<file path="config.mk">
export PLATFORM = sky130hd
export DESIGN_NAME = vga_frame_sniffer_flat
export DESIGN_NICKNAME = d
export VERILOG_FILES = /design/src/rtl/vga_frame_sniffer_if.sv /design/src/rtl/vga_frame_sniffer.sv /design/src/flat_wrapper.sv
export SDC_FILE = /design/constraint.sdc
export NUM_CORES = 1
export LEC_CHECK = 0
export CORE_ASPECT_RATIO = 1.75
export CORE_MARGIN = 2
export CORE_UTILIZATION = 61
export DETAILED_ROUTE_END_ITERATION = 12
export GPL_TIMING_DRIVEN = 0
export PLACE_DENSITY_LB_ADDON = 0.2
export SLEW_MARGIN = 30
export SYNTH_ARGS = -nofsm -noshare
export SYNTH_HDL_FRONTEND = slang
export SYNTH_SLANG_ARGS = --single-unit
</file>
<file path="constraint.sdc">
create_clock -name clk -period 2.3 [get_ports clk]
set_input_delay 0.575 -clock clk [delete_from_list [all_inputs] [get_ports clk]]
set_output_delay 0.575 -clock clk [all_outputs]
set_load 0.02 [all_outputs]
</file>
<file path="src/rtl/vga_frame_sniffer_if.sv">
// -----------------------------------------------------------------------------
// vga_frame_sniffer_if
// Bundles the video tap and the result read port of vga_frame_sniffer.
//   master : video source / register reader (drives video and rd_en/rd_addr)
//   slave  : the sniffer (returns rd_data/rd_valid and status flags)
// Signals:
//   polarity          0 = syncs active-low, 1 = syncs active-high
//   hsync, vsync      raw sync inputs
//   visible           data enable
//   r, g, b           2-bit colour components
//   rd_en, rd_addr    one-cycle read strobe and 3-bit result select
//   rd_data, rd_valid read data and its one-cycle valid pulse
//   locked            at least one full frame measured
//   frame_done        one-cycle pulse when frame results are latched
//   err               line-length mismatch in last latched frame
// -----------------------------------------------------------------------------
interface vga_frame_sniffer_if;
   logic        polarity;
   logic        hsync;
   logic        vsync;
   logic        visible;
   logic [1:0]  r;
   logic [1:0]  g;
   logic [1:0]  b;
   logic        rd_en;
   logic [2:0]  rd_addr;
   logic [15:0] rd_data;
   logic        rd_valid;
   logic        locked;
   logic        frame_done;
   logic        err;

   modport master (
      output polarity, hsync, vsync, visible, r, g, b, rd_en, rd_addr,
      input  rd_data, rd_valid, locked, frame_done, err
   );

   modport slave (
      input  polarity, hsync, vsync, visible, r, g, b, rd_en, rd_addr,
      output rd_data, rd_valid, locked, frame_done, err
   );
endinterface

</file>
<file path="src/rtl/vga_frame_sniffer.sv">
// -----------------------------------------------------------------------------
// vga_frame_sniffer
// Receive-side video monitor. Registers hsync/vsync/visible/RGB once, measures
// line length, line count, active width/height and a CRC-16-CCITT over the
// visible pixels of each frame, and latches the results into shadow registers
// on every vsync leading edge after the first one.
// Ports:
//   clk    pixel clock
//   reset  synchronous, active-high reset
//   bus    vga_frame_sniffer_if.slave (video inputs, read port, status)
// Read map: 0 h_total, 1 v_total, 2 act_w, 3 act_h, 4 crc, 5 frame_cnt,
//           6 {14'b0, err, locked}, 7 zero.
// -----------------------------------------------------------------------------
module vga_frame_sniffer #(
   parameter int unsigned CNT_W    = 12,
   parameter logic [15:0] CRC_INIT = 16'hFFFF
) (
   input logic                clk,
   input logic                reset,
   vga_frame_sniffer_if.slave bus
);

   localparam int unsigned      PAD_W    = 16 - CNT_W;
   localparam logic [CNT_W-1:0] CNT_ZERO = {CNT_W{1'b0}};
   localparam logic [CNT_W-1:0] CNT_ONE  = {{(CNT_W-1){1'b0}}, 1'b1};
   localparam logic [CNT_W-1:0] CNT_MAX  = {CNT_W{1'b1}};

   typedef enum logic [0:0] {ST_SEARCH = 1'b0, ST_MEASURE = 1'b1} state_t;

   // Saturating increment: counters stick at all-ones instead of wrapping.
   function automatic logic [CNT_W-1:0] sat_inc(input logic [CNT_W-1:0] v);
      return (v == CNT_MAX) ? v : v + CNT_ONE;
   endfunction

   // CRC-16-CCITT (poly 0x1021) over one 6-bit pixel, r[1] shifted in first.
   function automatic logic [15:0] crc6(input logic [15:0] crc_in, input logic [5:0] px);
      logic [15:0] c;
      c = crc_in;
      for (int i = 5; i >= 0; i--) begin
         if (c[15] ^ px[i]) c = {c[14:0], 1'b0} ^ 16'h1021;
         else               c = {c[14:0], 1'b0};
      end
      return c;
   endfunction

   state_t           state_r;
   logic             hsync_q_r, vsync_q_r, visible_q_r, hs_prev_r, vs_prev_r;
   logic [5:0]       pix_q_r;
   logic [CNT_W-1:0] hcnt_r, line_len_r, lines_r, act_px_r, ref_px_r, act_lines_r;
   logic             ref_set_r, err_live_r;
   logic [15:0]      crc_r;
   logic [CNT_W-1:0] h_total_r, v_total_r, act_w_r, act_h_r;
   logic [15:0]      crc_sh_r, frame_cnt_r, rd_data_r;
   logic             err_r, locked_r, frame_done_r, rd_valid_r;

   logic             hs_a_s, vs_a_s, hs_edge_s, vs_edge_s;
   logic [CNT_W-1:0] hcnt_nxt_s, line_len_nxt_s, lines_nxt_s, act_px_nxt_s;
   logic [CNT_W-1:0] ref_px_nxt_s, act_lines_nxt_s;
   logic             ref_set_nxt_s, err_live_nxt_s;
   logic [15:0]      crc_nxt_s, rd_mux_s;

   assign hs_a_s    = ~(hsync_q_r ^ bus.polarity);
   assign vs_a_s    = ~(vsync_q_r ^ bus.polarity);
   assign hs_edge_s = hs_a_s & ~hs_prev_r;
   assign vs_edge_s = vs_a_s & ~vs_prev_r;

   // Live measurement next-state; also what a closing frame latches, so a
   // line edge coincident with the vsync edge is counted in that frame.
   always_comb begin
      hcnt_nxt_s      = sat_inc(hcnt_r);
      line_len_nxt_s  = line_len_r;
      lines_nxt_s     = lines_r;
      act_px_nxt_s    = act_px_r;
      ref_px_nxt_s    = ref_px_r;
      ref_set_nxt_s   = ref_set_r;
      act_lines_nxt_s = act_lines_r;
      err_live_nxt_s  = err_live_r;
      crc_nxt_s       = crc_r;
      if (visible_q_r) begin
         act_px_nxt_s = sat_inc(act_px_r);
         crc_nxt_s    = crc6(crc_r, pix_q_r);
      end else begin
         act_px_nxt_s = act_px_r;
      end
      if (hs_edge_s) begin
         // The edge cycle already belongs to the new line.
         hcnt_nxt_s     = CNT_ONE;
         line_len_nxt_s = hcnt_r;
         lines_nxt_s    = sat_inc(lines_r);
         act_px_nxt_s   = visible_q_r ? CNT_ONE : CNT_ZERO;
         if (act_px_r != CNT_ZERO) begin
            act_lines_nxt_s = sat_inc(act_lines_r);
            if (!ref_set_r) begin
               ref_px_nxt_s  = act_px_r;
               ref_set_nxt_s = 1'b1;
            end else if (act_px_r != ref_px_r) begin
               err_live_nxt_s = 1'b1;
            end else begin
               err_live_nxt_s = err_live_r;
            end
         end else begin
            act_lines_nxt_s = act_lines_r;
         end
      end else begin
         line_len_nxt_s = line_len_r;
      end
   end

   // Result select for the read port (values zero-extended to 16 bits).
   always_comb begin
      case (bus.rd_addr)
         3'd0:    rd_mux_s = {{PAD_W{1'b0}}, h_total_r};
         3'd1:    rd_mux_s = {{PAD_W{1'b0}}, v_total_r};
         3'd2:    rd_mux_s = {{PAD_W{1'b0}}, act_w_r};
         3'd3:    rd_mux_s = {{PAD_W{1'b0}}, act_h_r};
         3'd4:    rd_mux_s = crc_sh_r;
         3'd5:    rd_mux_s = frame_cnt_r;
         3'd6:    rd_mux_s = {14'b0, err_r, locked_r};
         default: rd_mux_s = 16'h0000;
      endcase
   end

   // Input stage, SEARCH/MEASURE FSM, live counters, shadow latch and read port.
   always_ff @(posedge clk) begin
      if (reset) begin
         hsync_q_r    <= ~bus.polarity;
         vsync_q_r    <= ~bus.polarity;
         visible_q_r  <= 1'b0;
         pix_q_r      <= 6'h00;
         hs_prev_r    <= 1'b0;
         vs_prev_r    <= 1'b0;
         state_r      <= ST_SEARCH;
         hcnt_r       <= CNT_ZERO;
         line_len_r   <= CNT_ZERO;
         lines_r      <= CNT_ZERO;
         act_px_r     <= CNT_ZERO;
         ref_px_r     <= CNT_ZERO;
         ref_set_r    <= 1'b0;
         act_lines_r  <= CNT_ZERO;
         err_live_r   <= 1'b0;
         crc_r        <= CRC_INIT;
         h_total_r    <= CNT_ZERO;
         v_total_r    <= CNT_ZERO;
         act_w_r      <= CNT_ZERO;
         act_h_r      <= CNT_ZERO;
         crc_sh_r     <= 16'h0000;
         frame_cnt_r  <= 16'h0000;
         err_r        <= 1'b0;
         locked_r     <= 1'b0;
         frame_done_r <= 1'b0;
         rd_data_r    <= 16'h0000;
         rd_valid_r   <= 1'b0;
      end else begin
         hsync_q_r    <= bus.hsync;
         vsync_q_r    <= bus.vsync;
         visible_q_r  <= bus.visible;
         pix_q_r      <= {bus.r, bus.g, bus.b};
         hs_prev_r    <= hs_a_s;
         vs_prev_r    <= vs_a_s;
         frame_done_r <= 1'b0;
         case (state_r)
            ST_SEARCH: begin
               state_r <= vs_edge_s ? ST_MEASURE : ST_SEARCH;
            end
            ST_MEASURE: begin
               state_r <= ST_MEASURE;
               if (vs_edge_s) begin
                  h_total_r    <= line_len_nxt_s;
                  v_total_r    <= lines_nxt_s;
                  act_w_r      <= ref_px_nxt_s;
                  act_h_r      <= act_lines_nxt_s;
                  crc_sh_r     <= crc_r;
                  err_r        <= err_live_nxt_s;
                  frame_cnt_r  <= frame_cnt_r + 16'd1;
                  frame_done_r <= 1'b1;
                  locked_r     <= 1'b1;
               end
            end
            default: state_r <= ST_SEARCH;
         endcase
         if (vs_edge_s) begin
            // New frame starts on the edge cycle itself.
            hcnt_r      <= CNT_ONE;
            line_len_r  <= CNT_ZERO;
            lines_r     <= CNT_ZERO;
            act_px_r    <= visible_q_r ? CNT_ONE : CNT_ZERO;
            ref_px_r    <= CNT_ZERO;
            ref_set_r   <= 1'b0;
            act_lines_r <= CNT_ZERO;
            err_live_r  <= 1'b0;
            crc_r       <= visible_q_r ? crc6(CRC_INIT, pix_q_r) : CRC_INIT;
         end else if (state_r == ST_MEASURE) begin
            hcnt_r      <= hcnt_nxt_s;
            line_len_r  <= line_len_nxt_s;
            lines_r     <= lines_nxt_s;
            act_px_r    <= act_px_nxt_s;
            ref_px_r    <= ref_px_nxt_s;
            ref_set_r   <= ref_set_nxt_s;
            act_lines_r <= act_lines_nxt_s;
            err_live_r  <= err_live_nxt_s;
            crc_r       <= crc_nxt_s;
         end
         // Mux sees pre-latch shadows, so a read coincident with a latch is old.
         rd_valid_r <= bus.rd_en;
         if (bus.rd_en) rd_data_r <= rd_mux_s;
      end
   end

   assign bus.rd_data    = rd_data_r;
   assign bus.rd_valid   = rd_valid_r;
   assign bus.locked     = locked_r;
   assign bus.frame_done = frame_done_r;
   assign bus.err        = err_r;

endmodule

</file>
<file path="src/flat_wrapper.sv">
// flat-port wrapper written by rule: the top's interface ports become plain ports
module vga_frame_sniffer_flat 
#(
   parameter int unsigned CNT_W    = 12,
   parameter logic [15:0] CRC_INIT = 16'hFFFF
)
  (clk, reset, bus_polarity, bus_hsync, bus_vsync, bus_visible, bus_r, bus_g, bus_b, bus_rd_en, bus_rd_addr, bus_rd_data, bus_rd_valid, bus_locked, bus_frame_done, bus_err);
  vga_frame_sniffer_if bus_i ();
  input logic clk;
  input logic reset;
  input wire logic [$bits(bus_i.polarity)-1:0] bus_polarity;
  input wire logic [$bits(bus_i.hsync)-1:0] bus_hsync;
  input wire logic [$bits(bus_i.vsync)-1:0] bus_vsync;
  input wire logic [$bits(bus_i.visible)-1:0] bus_visible;
  input wire logic [$bits(bus_i.r)-1:0] bus_r;
  input wire logic [$bits(bus_i.g)-1:0] bus_g;
  input wire logic [$bits(bus_i.b)-1:0] bus_b;
  input wire logic [$bits(bus_i.rd_en)-1:0] bus_rd_en;
  input wire logic [$bits(bus_i.rd_addr)-1:0] bus_rd_addr;
  output wire logic [$bits(bus_i.rd_data)-1:0] bus_rd_data;
  output wire logic [$bits(bus_i.rd_valid)-1:0] bus_rd_valid;
  output wire logic [$bits(bus_i.locked)-1:0] bus_locked;
  output wire logic [$bits(bus_i.frame_done)-1:0] bus_frame_done;
  output wire logic [$bits(bus_i.err)-1:0] bus_err;
  assign bus_i.polarity = bus_polarity;
  assign bus_i.hsync = bus_hsync;
  assign bus_i.vsync = bus_vsync;
  assign bus_i.visible = bus_visible;
  assign bus_i.r = bus_r;
  assign bus_i.g = bus_g;
  assign bus_i.b = bus_b;
  assign bus_i.rd_en = bus_rd_en;
  assign bus_i.rd_addr = bus_rd_addr;
  assign bus_rd_data = bus_i.rd_data;
  assign bus_rd_valid = bus_i.rd_valid;
  assign bus_locked = bus_i.locked;
  assign bus_frame_done = bus_i.frame_done;
  assign bus_err = bus_i.err;
  vga_frame_sniffer #(.CNT_W(CNT_W), .CRC_INIT(CRC_INIT)) u_core (.clk(clk), .reset(reset), .bus(bus_i));
endmodule
</file>
==> out/summary.txt <==
TritonCTS Buffers -> 20
VDD IR max -> 698 µV
Unique masters post-synth -> 73
Vias in the first global route -> 8758
Final ANT Viol Nets -> 0
Die area -> 17300 µm²
Seq. cell area -> 4050 µm²
H-tree depth -> 1
Half-perimeter wire length after placement -> 21600 µm
CTS Hold Bufs -> 0
Filler instances -> 1280
Most frequent cells in the layout -> 199 x dfxtp_1, 140 x nand2_1, 126 x nor2_1, 81 x a21oi_1
Leak pwr -> 3.89 nW
Die Wd -> 100 µm
Outcome -> complete, no violations
Syn-to-layout area delta -> 14.4%
Crit Path Category -> reg -> reg
CTS sink cnt -> 202
Number of core rows -> 61
Critical path, cell by cell -> inv_1 > ha_2 > nor4b_4 > a311o_2 > buf_2 > nor4_2 > mux2i_1 > nor2_1
Commonest non-fill, non-tap cell in the layout -> dfxtp_1
Number of synthesized register bits -> 202
Ys async rst share -> 0
Clock skew -> 8.33 ps
Count of final setup violators -> 0
Clock tree from TritonCTS -> yes
Mapped Cells -> 1171
Die H -> 173 µm
Pwr dens -> 734 nW/µm²
CTS root buffer -> clkbuf_16
Slew @ Worst Pin -> 826 ps
RD Place Congestion -> 1.02
Largest stage delay on the critical path -> 500 ps
Synthesized Nets -> 1193
Footprint of the multi-input gates -> 5480 µm²
Ant. Diodes -> 0
I/O pin cnt -> 36
Iter 0 DRT Violations -> 714
Fraction of final layout cells sized beyond drive strength 1 -> 0.123
Unrepaired setup endpoints after global routing -> no
Synthesized area -> 9910 µm²
EDFF count, synth -> 0
CP max FO -> 10
Largest net degree at the start of global routing -> 16
Sequential share of the synthesized area -> 0.408
Reg clk slew, reported paths -> 60 ps
Nets -> 1253
Synth Flop Type -> dfxtp_1
Final WL -> 29500 µm
Grt total ovfl -> 0
Vias/cell -> 6.38
Critical Path End Type -> flip-flop
Fmax -> 453 MHz
Core ar. -> 15900 µm²
Syn avg cell area -> 8.46 µm²
DR WL/cell -> 20.6 µm
# DRC -> 0
Slowest-stage cell, CP -> a311o_2
Crit path launch type -> flip-flop
Port-buffer cells -> 31
Period Utilization, post-route -> 0.960
Fin. max-slew vios -> 0
Max Cap Viol -> 0
First-pass GRT wire length -> 45900 µm
Worst path arrival time -> 2590 ps
CTS max path bufs -> 3
Warnings from Yosys -> 0
Period minus WS final -> 2210 ps
Final Hold Slack -> 419 ps
Worst Path Required -> 2690 ps
TritonRoute pass-1 iters -> 5
Final hold viol count -> 0
Core Util, Final -> 0.714
Worst-Skew Late Latency -> 500 ps
Initial Util -> 0.624
Via Count -> 9146
HP Class -> in -> reg
Slew headroom -> 0.450
Gr usage total -> 0.335
Antenna violations before repair -> 0
[critical path, delay by kind of cell (launching register included)]
family	cells	cell delay, ps
AO/OA/AOI/OAI	1	500
adder cells (fa/ha/maj)	1	200
buffers and inverters	2	300
flip-flops	1	360
multiplexers	1	230
AND/OR/NAND/NOR	3	490
[worst paths after layout]
| path | slack [ps] | cells after the start | end | from |
|---|---|---|---|---|
| worst min register to register | 450 | 2 | u_core.line_len_r[6] | u_core.line_len_r[6] |
| worst min-delay path | 420 | 3 | u_core.vsync_q_r | bus_polarity |
| worst max-delay path | 90 | 8 | u_core.act_lines_r[10] | u_core.act_px_r[0] |
| worst max register to register | 90 | 8 | u_core.act_lines_r[10] | u_core.act_px_r[0] |
[flip-flops by register name (all words and copies together) (netlist names), 16 cells and up]
register / count
u_core.bus.rd_data: 16
u_core.crc_r: 16
u_core.crc_sh_r: 16
u_core.frame_cnt_r: 16
[power breakdown]
part	total, mW	internal [mW]	switching [mW]	leakage [nW]
logic	1.13	0.390	0.738	1.90
registers	3.79	3.64	0.143	1.64
clock network	3.40	1.98	1.42	0.345
total	8.32	6.02	2.30	3.89
[cells in the mapped netlist, drive strengths merged (6+ instances only)]
library cell    n  share of area
a21oi          82          0.042
xor2           34          0.031
and4            8         0.0071
nor2b          16          0.010
buf            34          0.018
xnor2          56          0.050
and3            9         0.0057
a211oi         33          0.027
a22oi           9         0.0073
and2            6         0.0038
nand2         141          0.053
inv            17         0.0064
nor3           38          0.019
o22ai           8         0.0051
mux4            8          0.018
nand3          56          0.028
mux2i          22          0.022
nand4          16          0.011
dfxtp         202           0.41
nor4           22          0.019
nor2          130          0.050
ha              6         0.0076
a311oi         25          0.022
o21ai          39          0.020
clkbuf         60          0.023
nand2b          6         0.0038
mux2           20          0.023
[through the flow]
stage | total power, mW | worst slack, ps | instances | cell area [µm²] | TNS, ps
after floorplan | 4.53 | 213 | 1171 | 9910 | 0
final | 8.32 | 92.3 | 1434 | 11300 | 0
after global placement | 4.89 | -795 | 1391 | 10500 | -69530
after CTS | 8.28 | 7.48 | 1427 | 11200 | 0
after detailed placement | 4.92 | -831 | 1391 | 10500 | -70640
after global routing | 8.57 | 10.5 | 1434 | 11300 | 0
[layer usage]
layer	GRT usage	wire, µm
met2	0.591	15100
met4	0.205	1980
met3	0.0469	1650
met1	0.369	10800
met5	0	0
[cells by family (layout without fill, tap and decap cells)]
family / after synthesis / after routing / share of synthesized area
flops: 202 / 202 / 0.408
buf+inv: 114 / 188 / 0.0487
compound gates: 242 / 242 / 0.164
mux: 50 / 50 / 0.0631
simple gates: 467 / 467 / 0.228
xor+xnor: 90 / 90 / 0.0811
fa+ha+maj: 6 / 6 / 0.00758
[layout make-up]
type                            count  area share
Buffer                             93      0.0371
Clock buffer                       27      0.0536
Clock inverter                      9     0.00739
Inverter                           20     0.00662
Multi-Input combinational cell    855       0.483
Sequential cell                   202       0.357
Tap cell                          189      0.0209
Timing Repair Buffer               39      0.0342
[repair_timing]
| action | CTS | global route |
|---|---|---|
| endpoints found under the setup margin | 129 | 121 |
| gates cloned | 0 | 1 |
| resized for setup | 17 | 18 |
| buffers inserted | 0 | 7 |
| pin swaps | 1 | 4 |
Power figures use the tool's default switching activity.
